### config.mk
export PLATFORM = sky130hd
export DESIGN_NAME = des_roteador
export DESIGN_NICKNAME = d
export VERILOG_FILES = /design/src/rtl/des_roteador_pkg.sv /design/src/rtl/des_roteador_fifo.sv /design/src/rtl/des_roteador.sv
export SDC_FILE = /design/constraint.sdc
export NUM_CORES = 1
export LEC_CHECK = 0
export ABC_AREA = 1
export CORE_MARGIN = 3
export CORE_UTILIZATION = 50
export CTS_CLUSTER_DIAMETER = 100
export DETAILED_ROUTE_END_ITERATION = 8
export PLACE_DENSITY = 0.81
export SYNTH_ARGS = -nofsm -noshare
export SYNTH_HDL_FRONTEND = slang
export SYNTH_SLANG_ARGS = --single-unit
### constraint.sdc
create_clock -name clock -period 2.3 [get_ports clock]
set_input_delay 0.46 -clock clock [delete_from_list [all_inputs] [get_ports clock]]
set_output_delay 0.46 -clock clock [all_outputs]
set_load 0.1 [all_outputs]
### src/rtl/des_roteador_pkg.sv
// Shared types and constants for the des_roteador 1-to-2 demultiplexing router.
package des_roteador_pkg;

  localparam int unsigned WIDTH = 4;
  localparam int unsigned DEPTH = 2;
  localparam int unsigned CNT_W = 8;

  typedef logic [WIDTH-1:0] dado_t;

  typedef enum logic {
    DEST_A = 1'b0,
    DEST_B = 1'b1
  } destino_t;

  // Per-destination FIFO occupancy
  typedef enum logic [1:0] {
    VAZIO = 2'd0,
    UM    = 2'd1,
    CHEIO = 2'd2
  } ocup_t;

  // Increment that sticks at the all-ones value instead of wrapping
  function automatic logic [CNT_W-1:0] sat_inc(input logic [CNT_W-1:0] v);
    return (v == {CNT_W{1'b1}}) ? v : v + CNT_W'(1);
  endfunction

endpackage

### src/rtl/des_roteador_fifo.sv
// Two-entry FIFO with push/pop, full/valid flags and a registered head word.
// A push is refused internally when full, and a pop when empty, so callers
// cannot corrupt the occupancy count.
module des_roteador_fifo
  import des_roteador_pkg::*;
(
  input  logic  clk_i,
  input  logic  rst_i,
  input  logic  push_i,
  input  logic  pop_i,
  input  dado_t dado_i,
  output dado_t head_o,
  output logic  valid_o,
  output logic  full_o
);

  ocup_t estado_q;
  logic  wr_q;
  logic  rd_q;
  dado_t mem_q [DEPTH];

  logic push_ok;
  logic pop_ok;

  assign push_ok = push_i && (estado_q != CHEIO);
  assign pop_ok  = pop_i  && (estado_q != VAZIO);

  // Storage, 1-bit wrapping pointers and the occupancy state machine
  always_ff @(posedge clk_i or posedge rst_i) begin
    if (rst_i) begin
      estado_q <= VAZIO;
      wr_q     <= 1'b0;
      rd_q     <= 1'b0;
      for (int i = 0; i < DEPTH; i++) begin
        mem_q[i] <= '0;
      end
    end else begin
      if (push_ok) begin
        mem_q[wr_q] <= dado_i;
        wr_q        <= ~wr_q;
      end
      if (pop_ok) begin
        rd_q <= ~rd_q;
      end
      case (estado_q)
        VAZIO: begin
          if (push_ok) estado_q <= UM;
        end
        UM: begin
          if (push_ok && !pop_ok)      estado_q <= CHEIO;
          else if (pop_ok && !push_ok) estado_q <= VAZIO;
        end
        CHEIO: begin
          if (pop_ok) estado_q <= UM;
        end
        default: estado_q <= VAZIO;
      endcase
    end
  end

  assign head_o  = mem_q[rd_q];
  assign valid_o = (estado_q != VAZIO);
  assign full_o  = (estado_q == CHEIO);

endmodule

### src/rtl/des_roteador.sv
// des_roteador: steers one input stream into per-destination FIFOs A and B.
// Optional per-destination accepted-word counters: DES_ROTEADOR_STATS_EN.
module des_roteador
  import des_roteador_pkg::*;
(
  input  logic             clock,
  input  logic             reset,
  input  logic [WIDTH-1:0] Entrada,
  input  logic             ent_valid,
  input  logic             SEL,
  output logic             ent_ready,
  output logic [WIDTH-1:0] SaidaA,
  output logic             a_valid,
  input  logic             a_ready,
  output logic [WIDTH-1:0] SaidaB,
  output logic             b_valid,
  input  logic             b_ready,
  output logic [CNT_W-1:0] cnt_a,
  output logic [CNT_W-1:0] cnt_b
);

  destino_t dest;
  logic     full_a;
  logic     full_b;
  logic     push_a;
  logic     push_b;
  logic     aceito;

  assign dest = destino_t'(SEL);

  // Ready looks only at the selected FIFO; a full FIFO never accepts, even while popping
  assign ent_ready = ((dest == DEST_A) ? !full_a : !full_b) && !reset;
  assign aceito    = ent_valid && ent_ready;
  assign push_a    = aceito && (dest == DEST_A);
  assign push_b    = aceito && (dest == DEST_B);

  des_roteador_fifo u_fifo_a (
    .clk_i   (clock),
    .rst_i   (reset),
    .push_i  (push_a),
    .pop_i   (a_ready),
    .dado_i  (Entrada),
    .head_o  (SaidaA),
    .valid_o (a_valid),
    .full_o  (full_a)
  );

  des_roteador_fifo u_fifo_b (
    .clk_i   (clock),
    .rst_i   (reset),
    .push_i  (push_b),
    .pop_i   (b_ready),
    .dado_i  (Entrada),
    .head_o  (SaidaB),
    .valid_o (b_valid),
    .full_o  (full_b)
  );

`ifdef DES_ROTEADOR_STATS_EN
  logic [CNT_W-1:0] cnt_a_q;
  logic [CNT_W-1:0] cnt_b_q;

  // Saturating counts of words accepted per destination
  always_ff @(posedge clock or posedge reset) begin
    if (reset) begin
      cnt_a_q <= '0;
      cnt_b_q <= '0;
    end else begin
      if (push_a) cnt_a_q <= sat_inc(cnt_a_q);
      if (push_b) cnt_b_q <= sat_inc(cnt_b_q);
    end
  end

  assign cnt_a = cnt_a_q;
  assign cnt_b = cnt_b_q;
`else
  assign cnt_a = '0;
  assign cnt_b = '0;
`endif

endmodule

### Yosys cells after proc, flatten, opt, wreduce, memory -nomap -nowiden

Index checks and enable logic that the tools add are counted.

| word-level totals | value |
|---|---|
| bits in registers | 24 |
| input bits | 10 |
| output and inout port bits | 27 |
| logic and storage cells | 87 |

| cells by class | value |
|---|---|
| magnitude comparators | 6 |
| equal/unequal tests | 12 |
| mux-type cells | 23 |
| bitwise logic cells | 9 |
| reduce and logical (&&, ||, !) cells | 27 |

Operators by type and width:

| cell | count |
|---|---|
| $mux W4 | 8 |
| $bwmux W8 | 2 |
| $mux W2 | 8 |
| $logic_and A1 B1 Y1 | 14 |
| $pmux W2 S3 | 2 |
| $demux W4 S1 | 2 |
| $ge A2 B2 Y1 const B | 4 |
| $ne A2 B1 Y1 const B | 4 |
| $not A1 Y2 | 4 |
| $logic_not A1 Y1 | 7 |
| $ne A3 B1 Y1 const B | 2 |
| $reduce_and A3 Y1 | 2 |
| $not A1 Y1 | 5 |
| $eq A2 B1 Y1 const B | 2 |
| $eq A2 B2 Y1 const B | 2 |
| $logic_not A2 Y1 | 2 |
| $lt A2 B1 Y1 const B | 2 |
| $ne A2 B2 Y1 const B | 2 |
| $reduce_bool A2 Y1 | 2 |
| $mux W1 | 1 |

### Depth between registers and ports, before layout

Gate-level depths: netlist of the first run.

| depth | value |
|---|---|
| depth in word-level cells | 12 |
| gate-level depth with buffers | 12 |

### Hierarchy

From an unflattened synthesis of the first run, not the netlist that was laid out.

| second synthesis, totals | value |
|---|---|
| cells, all modules | 179 |
| area total of the unflattened synthesis | 1,351.3 um^2 |

Modules (own cells, without submodules):

| module | instances | cells an instance | area each (um^2) | sequential area each (um^2) |
|---|---|---|---|---|
| des_roteador_fifo at u_fifo_b | 1 | 75 | 591.8 | 300.3 |
| des_roteador_fifo at u_fifo_a | 1 | 78 | 590.6 | 300.3 |
| des_roteador | 1 | 26 | 168.9 | 0.0 |

### Worst setup path after synthesis of the first run

OpenSTA, ideal clock, no wires.

| timing | value |
|---|---|
| path type | flip-flop to output port |
| start | register u_fifo_a.rd_q |
| end | output SaidaA[0] |
| arrival time | 2.652 ns |
| data required time | 1.840 ns |
| path slack | -0.812 ns |
| cell stages (with the launch flop) | 3 |
| cell sequence | dfrtp_1 > clkbuf_1 > o21ai_0 |

| between the ends | value |
|---|---|
| word-level cells in the longest chain between the ends | 4 |

Ends and longest elaborated chain:

| what | RTL line | text |
|---|---|---|
| start: declaration | des_roteador_fifo.sv:19 | `logic rd_q;` |
| start signal: assignment | des_roteador_fifo.sv:43 | `rd_q <= ~rd_q;` |
| $not A1 Y2 (implied by the code) | des_roteador_fifo.sv:61 | `assign head_o = mem_q[rd_q];` |
| $mux W4 (implied by the code) (3 in series) | des_roteador_fifo.sv:61 |  |
| end: declaration | des_roteador.sv:12 | `output logic [WIDTH-1:0] SaidaA,` |

No other way between the ends. The select of a mux whose other input is x is not followed.

### Worst setup path in the final report of the first run

| timing | value |
|---|---|
| start | input SEL |
| end | output ent_ready |

| between the ends | value |
|---|---|
| word-level cells in the longest chain between the ends | 2 |

Ends and longest elaborated chain:

| what | RTL line | text |
|---|---|---|
| start: declaration | des_roteador.sv:10 | `input logic SEL,` |
| $mux W1 | des_roteador.sv:32 | `assign ent_ready = ((dest == DEST_A) ? !full_a : !full_b) && !reset;` |
| $logic_and A1 B1 Y1 | des_roteador.sv:32 |  |
| end: declaration | des_roteador.sv:11 | `output logic ent_ready,` |

No other way between the ends.

==> flow_summary.ini, run 1 <==
[sta]
layout_min_cycle_time_ns = 2.007
fin_skew_ns = 0.002447
fin_crit_sh_pct = 87.28
fmax_mhz = 498.1
finalMaxSlewViolations = 0
fin_ws_ns = 0.2925
hold_viol = 0
grt_setup_unrepaired = no
setup_violations = 0
tns_ns = 0

[worst_setup_path]
path_cells = clkdlybuf4s50_1 > inv_1 > nand2_2 > a21oi_2 > buf_12
critPathMaxFanout = 3
max_stage_delay_ns = 0.48
cp-end-kind = primary output
cp-start-kind = primary input
arrival_ns = 1.55
crit_required_ns = 1.84
worstSetupPathType = in -> out
cp_slowest_cell = clkdlybuf4s50_1

[yosys]
yosysWarnings = 0
synthAdderAreaFrac_pct = 1.903
synth_seq_area_share_pct = 45.67
syn_inst = 156
yosysUniqueCellTypes = 22
ys_seq_elements = 24
synth_area_per_cell_um2 = 8.430
synthSimpleGateAreaFrac_pct = 26.74
synth_top_family_by_area = simple AND/OR/NAND/NOR gates
synth_compound_area_share_pct = 5.709
synth_xor_area_share_pct = 1.998
syn_area_um2 = 1315
synth_mux_area_share_pct = 3.425

[cts]
numCtsBuffers = 3
cts_resized = 0
cts_setup_buffers = 0
cts_buffer_depth = 2
holdBufCountCts = 0
numClockSinks = 24
clk_latency_ns = 0.31
cts.clk_slew.worst_paths_ns = 0.13
ctsRootBufferMaster = clkbuf_4
h-tree-depth = 1
cts_tree = yes

[routing]
first_pass_iters = 4
routed-wl-met3_um = 125
final_antenna_net_count = 0
dr_wl_met2_um = 1268
drc_errors = 0
vias = 1022
top_layer = met4
wl_per_cell_um = 11.80
dr.first_iter.drc_count = 33
drt-total-wl_um = 2467
vias_per_cell = 4.890
drt-met1-wl_um = 1041

[floorplanning]
initial_core_util_pct = 55.70
fp.dieW_um = 57.29
std_cell_rows = 17
die-area_um2 = 3282
ios = 37
core_um2 = 2361
fp.dieH_um = 57.29

[final_layout]
area_growth_pct = 20.17
final_common_cell = nand2_1
postLayoutCoreUtil_pct = 66.93
antenna_cells = 0
finalNonFillerCells = 209
nets = 194
layout_common_cells = nand2_1 (52), dfrtp_1 (24), conb_1 (16), inv_1 (14)
layout-drive-gt1-share_pct = 19.89

[placement]
dp_cells = 205
gp_congestion = 0.7749
dp_slack_ns = 0.1151
io_buffers = 20
hpwlAfterDp_um = 1941

[global_route]
antenna_found_initial = 0
grt_max_degree = 20
grtUsageTotal_pct = 16.87
grt_pass1_vias = 980
grt_first_pass_wirelength_um = 4326
overflow = 0

[min_path]
min_path_type = reg -> reg

[job]
cap_violations = 0

[status]
status = complete, no violations
sequential cells by signal (all words and copies together), names as in the netlist:
register and flops:
u_fifo_a.mem_q 8, u_fifo_a.wr_q 1, u_fifo_b.wr_q 1, u_fifo_b.rd_q 1, u_fifo_a.estado_q 2, u_fifo_a.rd_q 1, u_fifo_b.estado_q 2, u_fifo_b.mem_q 8
kinds of logic after synthesis:
kind of cell | after synthesis
other | 1
adder cells (fa/ha/maj) | 2
multiplexers | 4
AO/OA/AOI/OAI | 15
buffers and inverters | 34
XOR/XNOR | 3
flip-flops | 24
AND/OR/NAND/NOR | 73
critical path, delay by kind of cell:
kind	cells	cell delay [ns]
AND/OR/NAND/NOR	1	0.09
buffers and inverters	3	0.83
AO/OA/AOI/OAI	1	0.17
cell usage after synthesis:
cell type,n,area (um2)
nand2_4,1,11.26
buf_4,16,120.1
a21oi_1,1,5.000
nand2_2,4,25.02
inv_2,3,11.26
nand3_1,8,40.04
conb_1,1,3.750
nand4_4,2,42.54
and3_1,1,6.260
mux2_2,4,45.04
xor2_1,1,8.760
xnor2_1,2,17.52
ha_1,2,25.02
o21ai_1,2,10.01
dfrtp_1,24,600.6
nor2_4,1,11.26
clkbuf_1,1,3.750
nor2_2,2,12.51
inv_1,14,52.55
nand2_1,52,195.2
o21ai_0,12,60.06
nor2_1,2,7.510
final timing paths:
kind | from | endpoint | slack (ns) | cells after the start
hold / removal | u_fifo_b.mem_q[2] | u_fifo_b.mem_q[2] | 0.49 | 2
min in group asynchronous | reset | u_fifo_b.estado_q[1] | 0.66 | 3
max in group asynchronous | reset | u_fifo_b.mem_q[1] | 1.37 | 3
hold reg to reg | u_fifo_b.mem_q[2] | u_fifo_b.mem_q[2] | 0.49 | 2
setup / recovery | SEL | ent_ready | 0.29 | 5
setup reg to reg | u_fifo_b.estado_q[0] | u_fifo_b.estado_q[1] | 0.66 | 12
per-stage QoR:
stage	instance area (um2)	hold WS (ns)
global route	1580	0.5162
detailed placement	1544	0.4591
global placement	1544	0.4512
finish	1580	0.4884
CTS	1580	0.4900
floorplan	1375	0.4364
layer usage:
metal	GRT usage (%)	up-vias
met5	0	-
met4	6.623	0
met3	2.036	4
met2	29.20	34
met1	21.41	474
li1	-	510
cell type report:
type	count	area, um2
well taps	28	35.03
fillers	192	780.7
inverters	17	63.81
flip-flops and latches	24	600.6
repair buffers	23	257.7
multi-input cells	113	586.8
clock buffers	4	36.28
Power of run 1 is not shown: default switching activity piles up to over one toggle a cycle in this logic, so the estimate is an artifact.
==> run 2: changes to the inputs <==
- SKIP_CTS_REPAIR_TIMING: not set -> 1
==> results of run 2 <==
Same layout as run 1: the final DEF is identical, and so are final timing and power.
Power of run 2 is left out for the same reason.
==> run 3: changes to the inputs <==
- CORE_ASPECT_RATIO: not set -> 0.7
==> run 3 against run 2 <==
Sequential share of layout area is 0.97 points lower. Critical path depth stayed put. Utilization is 3.2 points higher. Critical endpoint unchanged. Largest cell class unchanged.
==> flow_summary.ini, run 3 (synthesis gave the netlist of run 1 again) <==
[worst_setup_path]
worstSetupPathType = in -> out
cp-start-kind = primary input
cp_slowest_cell = clkdlybuf4s50_1
worst-path-buf-inv = 3
crit-reg2reg-launch = u_fifo_b.estado_q[0]
ff2ff_setup_slack_ns = 0.66
path_cells = clkdlybuf4s50_1 > inv_1 > nand2_2 > a21oi_2 > buf_12
cp.depth = 5
cp-end-kind = primary output
arrival_ns = 1.54
crit_family = buffers and inverters
r2r_cells = 12
crit_required_ns = 1.84
max_stage_delay_ns = 0.48
critPathMaxFanout = 3
rr_endpoint = u_fifo_b.estado_q[1]

[final_layout]
top_regs = u_fifo_a.mem_q (8), u_fifo_b.mem_q (8)
postLayoutCoreUtil_pct = 70.13
nets = 193
antenna_cells = 0
nFillCells = 192
layout-drive-gt1-share_pct = 19.44
area_growth_pct = 23.31
final_common_cell = nand2_1
layout_common_cells = nand2_1 (52), dfrtp_1 (24), conb_1 (16), inv_1 (14), clkdlybuf4s50_1 (9)

[sta]
finalMaxSlewViolations = 0
layout_min_cycle_time_ns = 2.001
fmax_mhz = 499.8
setup_violations = 0
fin_skew_ns = 0.001207
grt_setup_unrepaired = no
fin_crit_sh_pct = 86.99
hold_viol = 0

[routing]
drc_errors = 0
dr.first_iter.drc_count = 49
wl_per_cell_um = 12.37
vias = 1021
first_pass_iters = 4
vias_per_cell = 4.816
final_antenna_net_count = 0
drt-total-wl_um = 2623

[floorplanning]
die-area_um2 = 3291
std_cell_rows = 14
ios = 37
fp.dieW_um = 67.30
fp.dieH_um = 48.91
core_um2 = 2312
initial_core_util_pct = 56.87

[global_route]
grtUsageTotal_pct = 17.99
grt_first_pass_wirelength_um = 4609
grt_max_degree = 18
grt_pass1_vias = 1053
overflow = 0
antenna_found_initial = 0

[cts]
numCtsBuffers = 3
cts_tree = yes
cts.clk_slew.worst_paths_ns = 0.08
h-tree-depth = 1
numClockSinks = 24
clk_latency_ns = 0.27
ctsRootBufferMaster = clkbuf_8
cts_buffer_depth = 2

[placement]
io_buffers = 20
hpwlAfterDp_um = 2027
gp_congestion = 0.7713

[status]
status = complete, no violations

[job]
cap_violations = 0

[min_path]
hold_path_depth = 2
holdCritStartpoint = u_fifo_b.mem_q[5]
min_path_type = reg -> reg
hold-path-endpoint = u_fifo_b.mem_q[5]
run 3: changes by cell type in the layout (fill, tap and decap cells not counted):
cell | before | now
buf_4 | 9 | 6
clkbuf_4 | 3 | 0
buf_12 | 5 | 7
clkbuf_8 | 1 | 4
run 3: worst max path at each step:
stage                        startpoint  slack, ns                   end
after floorplan           u_fifo_a.rd_q      -0.06             SaidaA[0]
after global placement              SEL       0.18  u_fifo_b.estado_q[0]
after detailed placement            SEL       0.12  u_fifo_b.estado_q[1]
after CTS                           SEL       0.29             ent_ready
after global routing                SEL       0.23             ent_ready
final                               SEL       0.30             ent_ready
run 3: area by class of cell:
type | instances | area [um2] | share of cell area [%]
Clock buffer | 4 | 55.05 | 3.395
Inverter | 17 | 63.81 | 3.935
Multi-Input combinational cell | 113 | 586.8 | 36.19
Sequential cell | 24 | 600.6 | 37.04
Tap cell | 32 | 40.04 | 2.469
Timing Repair Buffer | 22 | 275.3 | 16.98
run 3: tightest hold or removal path, stage by stage, from the launching register on:
cell,delay [ns]
dfrtp_1,0.35
nand2_1,0.05
nand2_1,0.05
run 3: metrics by stage:
stage	area, um2	TNS [ns]	std cells	setup slack [ns]	hold slack [ns]
after floorplan	1375	-0.2510	171	-0.06276	0.4364
after global placement	1567	0	208	0.1752	0.4507
after detailed placement	1567	0	208	0.1181	0.4593
after CTS	1622	0	212	0.2872	0.4801
after global routing	1622	0	212	0.2302	0.5120
final	1622	0	212	0.2992	0.4747
run 3: metal layers:
metal / vias up / routed length, um / GRT usage, %
li1: 502 / - / -
met1: 482 / 1093 / 22.17
met2: 33 / 1329 / 30.18
met3: 4 / 174 / 5.069
met4: 0 / 25 / 5.387
met5: - / 0 / 0
Power of run 3 is left out for the same reason.
